$ cat config.mk
export PLATFORM = sky130hd
export DESIGN_NAME = skolem_bitserial_driver
export DESIGN_NICKNAME = d
export VERILOG_FILES = /design/src/rtl/skolem_bitserial_driver.sv
export SDC_FILE = /design/constraint.sdc
export NUM_CORES = 1
export LEC_CHECK = 0
export ABC_AREA = 1
export ABC_CLOCK_PERIOD_IN_PS = 1900
export BUFFER_PORTS_ARGS = -buffer_cell sky130_fd_sc_hd__buf_2
export CAP_MARGIN = 20
export CORE_MARGIN = 3
export CORE_UTILIZATION = 55
export DETAILED_ROUTE_END_ITERATION = 10
export HOLD_SLACK_MARGIN = 0.06
export PLACE_DENSITY = 0.88
export SLEW_MARGIN = 40
export SYNTH_ARGS = -nofsm -noshare
export SYNTH_HDL_FRONTEND = slang
export SYNTH_SLANG_ARGS = --single-unit
$ cat constraint.sdc
create_clock -name clk -period 1.9 [get_ports clk]
set_clock_uncertainty 0.05 [all_clocks]
set_input_delay 0.38 -clock clk [delete_from_list [all_inputs] [get_ports clk]]
set_output_delay 0.38 -clock clk [all_outputs]
set_load 0.005 [all_outputs]
$ cat src/rtl/skolem_bitserial_driver.sv
// Sequential driver for the per-bit Skolem witness cell of bvslt(x & s, t).
// It walks the bits MSB-first, collects the witness x and reports whether x & s < t (signed).
module skolem_bitserial_driver #(
    parameter int unsigned W     = 8,
    parameter int unsigned CNT_W = $clog2(W)
) (
    input  logic         clk,
    input  logic         rst_n,
    input  logic         in_valid,
    output logic         in_ready,
    input  logic [W-1:0] s,
    input  logic [W-1:0] t,
    output logic [7:0]   cell_in,
    input  logic         cell_out,
    output logic         out_valid,
    input  logic         out_ready,
    output logic [W-1:0] x,
    output logic         ok
);

    typedef enum logic [1:0] {StIdle, StRun, StDone} state_e;

    localparam logic [CNT_W-1:0] KMsb = CNT_W'(W - 1);

    state_e           state_q;
    logic [W-1:0]     s_q, t_q, x_q, x_d, x_shift;
    logic [CNT_W-1:0] k_q;
    logic             eq_q, lt_q, eq_d, lt_d;
    logic             a, b, is_msb, is_lsb;
    logic             in_ready_q, out_valid_q, ok_q;
    logic [W-1:0]     x_out_q;

    always_comb begin
        is_msb  = (k_q == KMsb);
        is_lsb  = (k_q == '0);
        a       = cell_out & s_q[k_q];
        b       = t_q[k_q];
        // Bit 1 of the shifted witness is x[k+1]; it reads 0 at the MSB.
        x_shift = x_q >> k_q;
        x_d     = x_q;
        x_d[k_q] = cell_out;
        lt_d    = lt_q;
        eq_d    = eq_q;
        if (is_msb) begin
            lt_d = a & ~b;
            eq_d = (a == b);
        end else if (eq_q) begin
            lt_d = ~a & b;
            eq_d = (a == b);
        end
    end

    always_comb begin
        cell_in = '0;
        if (state_q == StRun) begin
            cell_in[0] = s_q[k_q];
            cell_in[1] = t_q[k_q];
            cell_in[2] = lt_q;
            cell_in[3] = eq_q;
            cell_in[4] = is_msb;
            cell_in[5] = is_lsb;
            cell_in[6] = x_shift[1];
        end
    end

    always_ff @(posedge clk) begin
        if (!rst_n) begin
            state_q     <= StIdle;
            s_q         <= '0;
            t_q         <= '0;
            x_q         <= '0;
            k_q         <= '0;
            eq_q        <= 1'b0;
            lt_q        <= 1'b0;
            in_ready_q  <= 1'b1;
            out_valid_q <= 1'b0;
            x_out_q     <= '0;
            ok_q        <= 1'b0;
        end else begin
            unique case (state_q)
                StIdle: begin
                    if (in_valid) begin
                        s_q        <= s;
                        t_q        <= t;
                        k_q        <= KMsb;
                        eq_q       <= 1'b1;
                        lt_q       <= 1'b0;
                        x_q        <= '0;
                        in_ready_q <= 1'b0;
                        state_q    <= StRun;
                    end
                end
                StRun: begin
                    x_q  <= x_d;
                    lt_q <= lt_d;
                    eq_q <= eq_d;
                    if (is_lsb) begin
                        x_out_q     <= x_d;
                        ok_q        <= lt_d;
                        out_valid_q <= 1'b1;
                        state_q     <= StDone;
                    end else begin
                        k_q <= k_q - 1'b1;
                    end
                end
                StDone: begin
                    if (out_ready) begin
                        out_valid_q <= 1'b0;
                        in_ready_q  <= 1'b1;
                        state_q     <= StIdle;
                    end
                end
                default: state_q <= StIdle;
            endcase
        end
    end

    assign in_ready  = in_ready_q;
    assign out_valid = out_valid_q;
    assign x         = x_out_q;
    assign ok        = ok_q;

endmodule
# [After elaboration in Yosys (flattened, before gate mapping)]
# Index checks and enable logic that the tools add are counted.
[op_classes] n_shift=1 n_mux=30 n_reduce_logical=13 n_eq_ne=8 mul=0 order_cmp=2 n_addsub=1 bitwise_logic=5 div_mod_pow=0
[ops] operator="8-bit case mux with 2 select lines" count=1
[ops] operator="1-bit 2-to-1 mux" count=12
[ops] operator="3-bit AND reduction" count=4
[ops] operator="8-bit bitwise mux" count=1
[ops] operator="8-bit 2-to-1 mux" count=1
[ops] operator="2-bit inequality test (second input constant)" count=4
[ops] operator="1-bit case mux with 2 select lines" count=4
[ops] operator="8-bit by 3-bit >> shifter with 2-bit output" count=1
[ops] operator="7-bit 2-to-1 mux" count=1
[ops] operator="1-bit binary-select mux with 3-bit select" count=2
[ops] operator="2-bit 2-to-1 mux" count=3
[ops] operator="3-bit 2-to-1 mux" count=2
[ops] operator="2-bit case mux with 3 select lines" count=1
[ops] operator="3-bit case mux with 2 select lines" count=1
[ops] operator="2-bit AND reduction" count=3
[ops] operator="2-bit nonzero test" count=3
[ops] operator="3-bit by 4-bit less-than comparator with 1-bit output (second input constant)" count=1
[ops] operator="1-bit AND" count=3
[ops] operator="1-bit demux with 3-bit select" count=1
[ops] operator="3-bit == test (second input constant)" count=1
[ops] operator="3-bit by 1-bit >= comparator with 1-bit output (second input constant)" count=1
[ops] operator="3-bit logical NOT" count=1
[ops] operator="3-bit by 1-bit subtractor with 3-bit output (second input constant)" count=1
[ops] operator="2-bit by 1-bit == test with 1-bit output (second input constant)" count=1
[ops] operator="5 further kinds" count=6
[word_totals] n_memories=0 wordCells=71 output_inout_bits=19 regBits=42 in_bits=21 rom_bits=0 latchBits=0 mem_bits_rw=0

# [Logic depth before layout (Yosys ltp)]
[depth] depth_word=8 depth_mapped=13 depth_no_buf=12

# [Least setup slack after synthesis]
# No wires, ideal clock.
[synth_path] path_kind="flip-flop to flip-flop" startpoint="register k_q[0]" endpoint="register ok_q (netlist: ok)" t_required_ns=1.733 period_less_slack_ns=1.722 setup_time_ns=0.117 arrival_ns=1.555 n_path_buf=2 path_stages_with_launch=11 path_slack_ns=0.178 path_cell_list="dfxtp_1 buf_4 buf_4 nand4_1 nand2_1 nor2_1 a21oi_1 ha_1 or2_4 a21oi_2 nor2_1"
[synth_between] elab_chain_cells=7 elab_cells_between_ends=14 cone_classes="1 x eq/ne; 6 x mux; 5 x bitwise; 2 x reduce/logical"
[synth_lines] item="start: declaration" line_no="27" source="logic [CNT_W-1:0] k_q;"
[synth_lines] item="start signal: assignment" line_no="85" source="k_q <= KMsb;"
[synth_lines] item="start signal: assignment" line_no="103" source="k_q <= k_q - 1'b1;"
[synth_lines] item="1-bit binary-select mux with 3-bit select" line_no="36" source="a = cell_out & s_q[k_q];"
[synth_lines] item="1-bit 2-to-1 mux (implied by the code)" line_no="36"
[synth_lines] item="1-bit AND" line_no="36"
[synth_lines] item="1-bit NOT" line_no="48" source="lt_d = ~a & b;"
[synth_lines] item="1-bit AND" line_no="48"
[synth_lines] item="1-bit 2-to-1 mux" line_no="47" source="end else if (eq_q) begin"
[synth_lines] item="1-bit 2-to-1 mux" line_no="44" source="if (is_msb) begin"
[synth_lines] item="end signal: assignment" line_no="99" source="ok_q <= lt_d;"
[synth_lines] item="end: declaration" line_no="30" source="logic in_ready_q, out_valid_q, ok_q;"
# Parallel ways exist; a longest one is shown, timed or not. The select of a mux whose other input is x is not followed.
# A chain may end at the register's enable or synchronous reset.

# [Worst setup path in the final report]
[layout_path] startpoint="register k_q[0]" endpoint="output port cell_in[6]"
[layout_between] elab_chain_cells=2
[layout_lines] item="8-bit by 3-bit >> shifter with 2-bit output" line_no="39" source="x_shift = x_q >> k_q;"
[layout_lines] item="7-bit 2-to-1 mux" line_no="55" source="if (state_q == StRun) begin"
[layout_lines] item="end: declaration" line_no="13" source="output logic [7:0] cell_in,"
# Every way passes these cells.

==> results.json <==
{
  "critical-path-max-stage-delay_ns": 0.37,
  "min_path_cells": 3,
  "ir_drop_mv": 0.728,
  "worstSetupEndpointType": "primary output",
  "hold_buffers": 0,
  "outcome": "complete, but fails checks",
  "cp_common_cell": "nand2_1",
  "core_um2": 3520,
  "p_leak_nw": 1.19,
  "reg2reg_slack_ns": 0.17,
  "grt.total_usage_pct": 24.1,
  "gp_congestion": 0.895,
  "crit_fanout": 10,
  "min-delay-start": "t[0]",
  "synth_area_um2": 2120,
  "clk_path_buf_depth": 2,
  "ios": 40,
  "avgSynthCellArea_um2": 6.86,
  "routed_via_density": 5.51,
  "cpMaxStageDelayCell": "dfxtp_4",
  "synthDistinctLibCells": 30,
  "hold_violations": 0,
  "overflow": 0,
  "antenna_cells": 0,
  "grt_max_degree": 22,
  "final_antenna_net_count": 0,
  "synthCells": 309,
  "numCtsBuffers": 5,
  "cts_tree": "done",
  "drc_errors": 0,
  "die_h_um": 68.1,
  "hold_path_end": "t_q[0]",
  "layout_commonest_cell": "nand2_1",
  "cap_violations": 0,
  "cts_max_level": 2,
  "crit_path_start_kind": "flip-flop",
  "slew_viol_final": 0,
  "root_buffer": "clkbuf_8",
  "violations": "setup timing",
  "fmax_mhz": 520,
  "dieArea_um2": 4640,
  "dr.pass1.iters": 5,
  "grt_pass1_vias": 1975,
  "hold_class": "in2reg",
  "worst_slack_ns": -0.0228,
  "syn-num-nets": 335,
  "ys_warn_count": 0,
  "reg2reg_to": "ok",
  "top_layer": "met4",
  "drtIter0Drc": 225,
  "rsz0062_at_grt": "true",
  "critPathArrivalTime_ns": 1.49,
  "synth-seq-area-share_pct": 39.6,
  "path_class": "reg2out",
  "r2r_cells": 12,
  "grt_pass1_wl_mm": 8.36,
  "dr_total_vias": 2202,
  "fin_cells": 400,
  "routedLengthMet1_mm": 2.24,
  "antenna_found_initial": 0,
  "cp_data_required_time_ns": 1.47,
  "clock-sinks": 42,
  "fin_area_um2": 2530,
  "setup_viol": 1,
  "most-common-layout-cells": "nand2_1, nor2_1, dfxtp_1",
  "min_period_ns": 1.92,
  "clkLatencyLatePin_ns": 0.30,
  "wl_mm": 5.28,
  "die_x_um": 68.1,
  "io_buffers": 38,
  "syn2layout_area_growth_pct": 19.2,
  "period_share_pct": 101,
  "dp_cells": 388,
  "fin_nets": 379,
  "start_util_pct": 60.2,
  "holdWs_ns": 0.282,
  "power_density_nw_per_um2": 882,
  "r2r_start": "k_q[0]",
  "place_area_um2": 2350,
  "ys_ff_latch": 42,
  "dr_wl_met3_um": 391,
  "clk_pin_slew_worst_paths_ns": 0.08,
  "crit_path_cell_trace": "clkinv_4 > buf_8 > nand2_1 > nand2_1 > nand2_1 > nand2_1 > nand2_1 > a21oi_2 > buf_2",
  "routedWlPerCell_um": 13.2,
  "fill_cells": 288,
  "met2_length_mm": 2.52,
  "hpwl_mm": 3.50,
  "drive_gt1_share_pct": 25.1,
  "utilization_pct": 71.8,
  "rows": 21
}
-- registers in the layout, summed over array words and instances, names as in the netlist --
name	cells
s_q	8
x	8
lt_q	1
ok	1
in_ready	1
x_q	8
eq_q	1
k_q	3
state_q	2
out_valid	1
t_q	8
-- worst max-delay path by stage --
stage | start | endpoint | slack, ns | cells past startpoint
final | k_q[0] | cell_in[6] | -0.02 | 9
after global routing | k_q[0] | cell_in[6] | -0.08 | 9
after CTS | k_q[0] | cell_in[6] | -0.04 | 9
after detailed placement | k_q[0] | ok | 0.11 | 12
after global placement | k_q[0] | ok | 0.15 | 12
after floorplan | k_q[0] | ok | 0.18 | 10
-- layer usage --
| layer | vias up | track usage, % |
|---|---|---|
| met5 | - | 0 |
| met4 | 0 | 10.4 |
| met3 | 22 | 6.73 |
| met2 | 108 | 39.0 |
| met1 | 988 | 29.8 |
| li1 | 1084 | - |
-- area by class of cell --
class	instances	area, um^2	area share (%)
clock inverter	1	5.00	0.198
multi-input combinational	232	1130	44.6
inverter	18	72.6	2.87
clock buffer	7	86.3	3.41
sequential	42	850	33.6
timing repair buffer	54	330	13.1
tap	46	57.6	2.28
-- cell families after synthesis --
kind of cell	count (synthesis)	share of synthesized area, %
and+or+nand+nor	170	35.3
other	1	0.177
adders and majority gates	5	2.95
DFF	42	39.6
buffers and inverters	35	8.14
AOI/OAI and AO/OA	56	13.8
-- what timing repair did --
action,in CTS,in global routing
setup endpoints to repair,5,5
pin swaps,1,2
gates resized for setup,5,16
buffers inserted,1,3
-- cells in the mapped netlist --
library cell	count	area share (%)
nand2_1	79	14
nor2_1	54	9.6
dfxtp_1	42	40
o21ai_0	27	6.4
a21oi_1	23	5.4
nand3_1	20	4.7
inv_1	12	2.1
nand4_1	6	1.8
buf_2	5	1.2
buf_4	5	1.8
ha_1	5	2.9
inv_2	5	0.89
clkbuf_1	3	0.53
nand3_2	3	1.4
buf_6	2	1.1
nand2_4	2	1.1
nor2_4	2	1.1
o21ai_1	2	0.47
a21oi_2	1	0.41
buf_1	1	0.18
clkbuf_2	1	0.24
clkinv_1	1	0.18
conb_1	1	0.18
nor3_1	1	0.24
nor3_4	1	0.77
o21a_1	1	0.35
o21ai_2	1	0.41
o21bai_1	1	0.35
or2_1	1	0.30
or2_4	1	0.41
-- worst max-delay path, delay by kind of cell (launching register included) --
kind / cells / cell delay [ns]
and+or+nand+nor: 5 / 0.36
AOI/OAI and AO/OA: 1 / 0.13
DFF: 1 / 0.37
buffers and inverters: 3 / 0.33
-- per-stage QoR --
stage | power, mW | TNS (ns) | worst slack (ns)
after floorplan | 1.44 | 0 | 0.178
after global placement | 1.58 | 0 | 0.154
after detailed placement | 1.60 | 0 | 0.109
after CTS | 2.19 | -0.0420 | -0.0420
after global routing | 2.36 | -0.110 | -0.0847
final | 2.23 | -0.0228 | -0.0228
-- report_power, final --
| part | switching (mW) | internal [mW] |
|---|---|---|
| Clock | 0.286 | 0.293 |
| Sequential | 0.0624 | 0.968 |
| Combinational | 0.383 | 0.238 |
| Total | 0.731 | 1.50 |
Power figures use the tool's default switching activity.
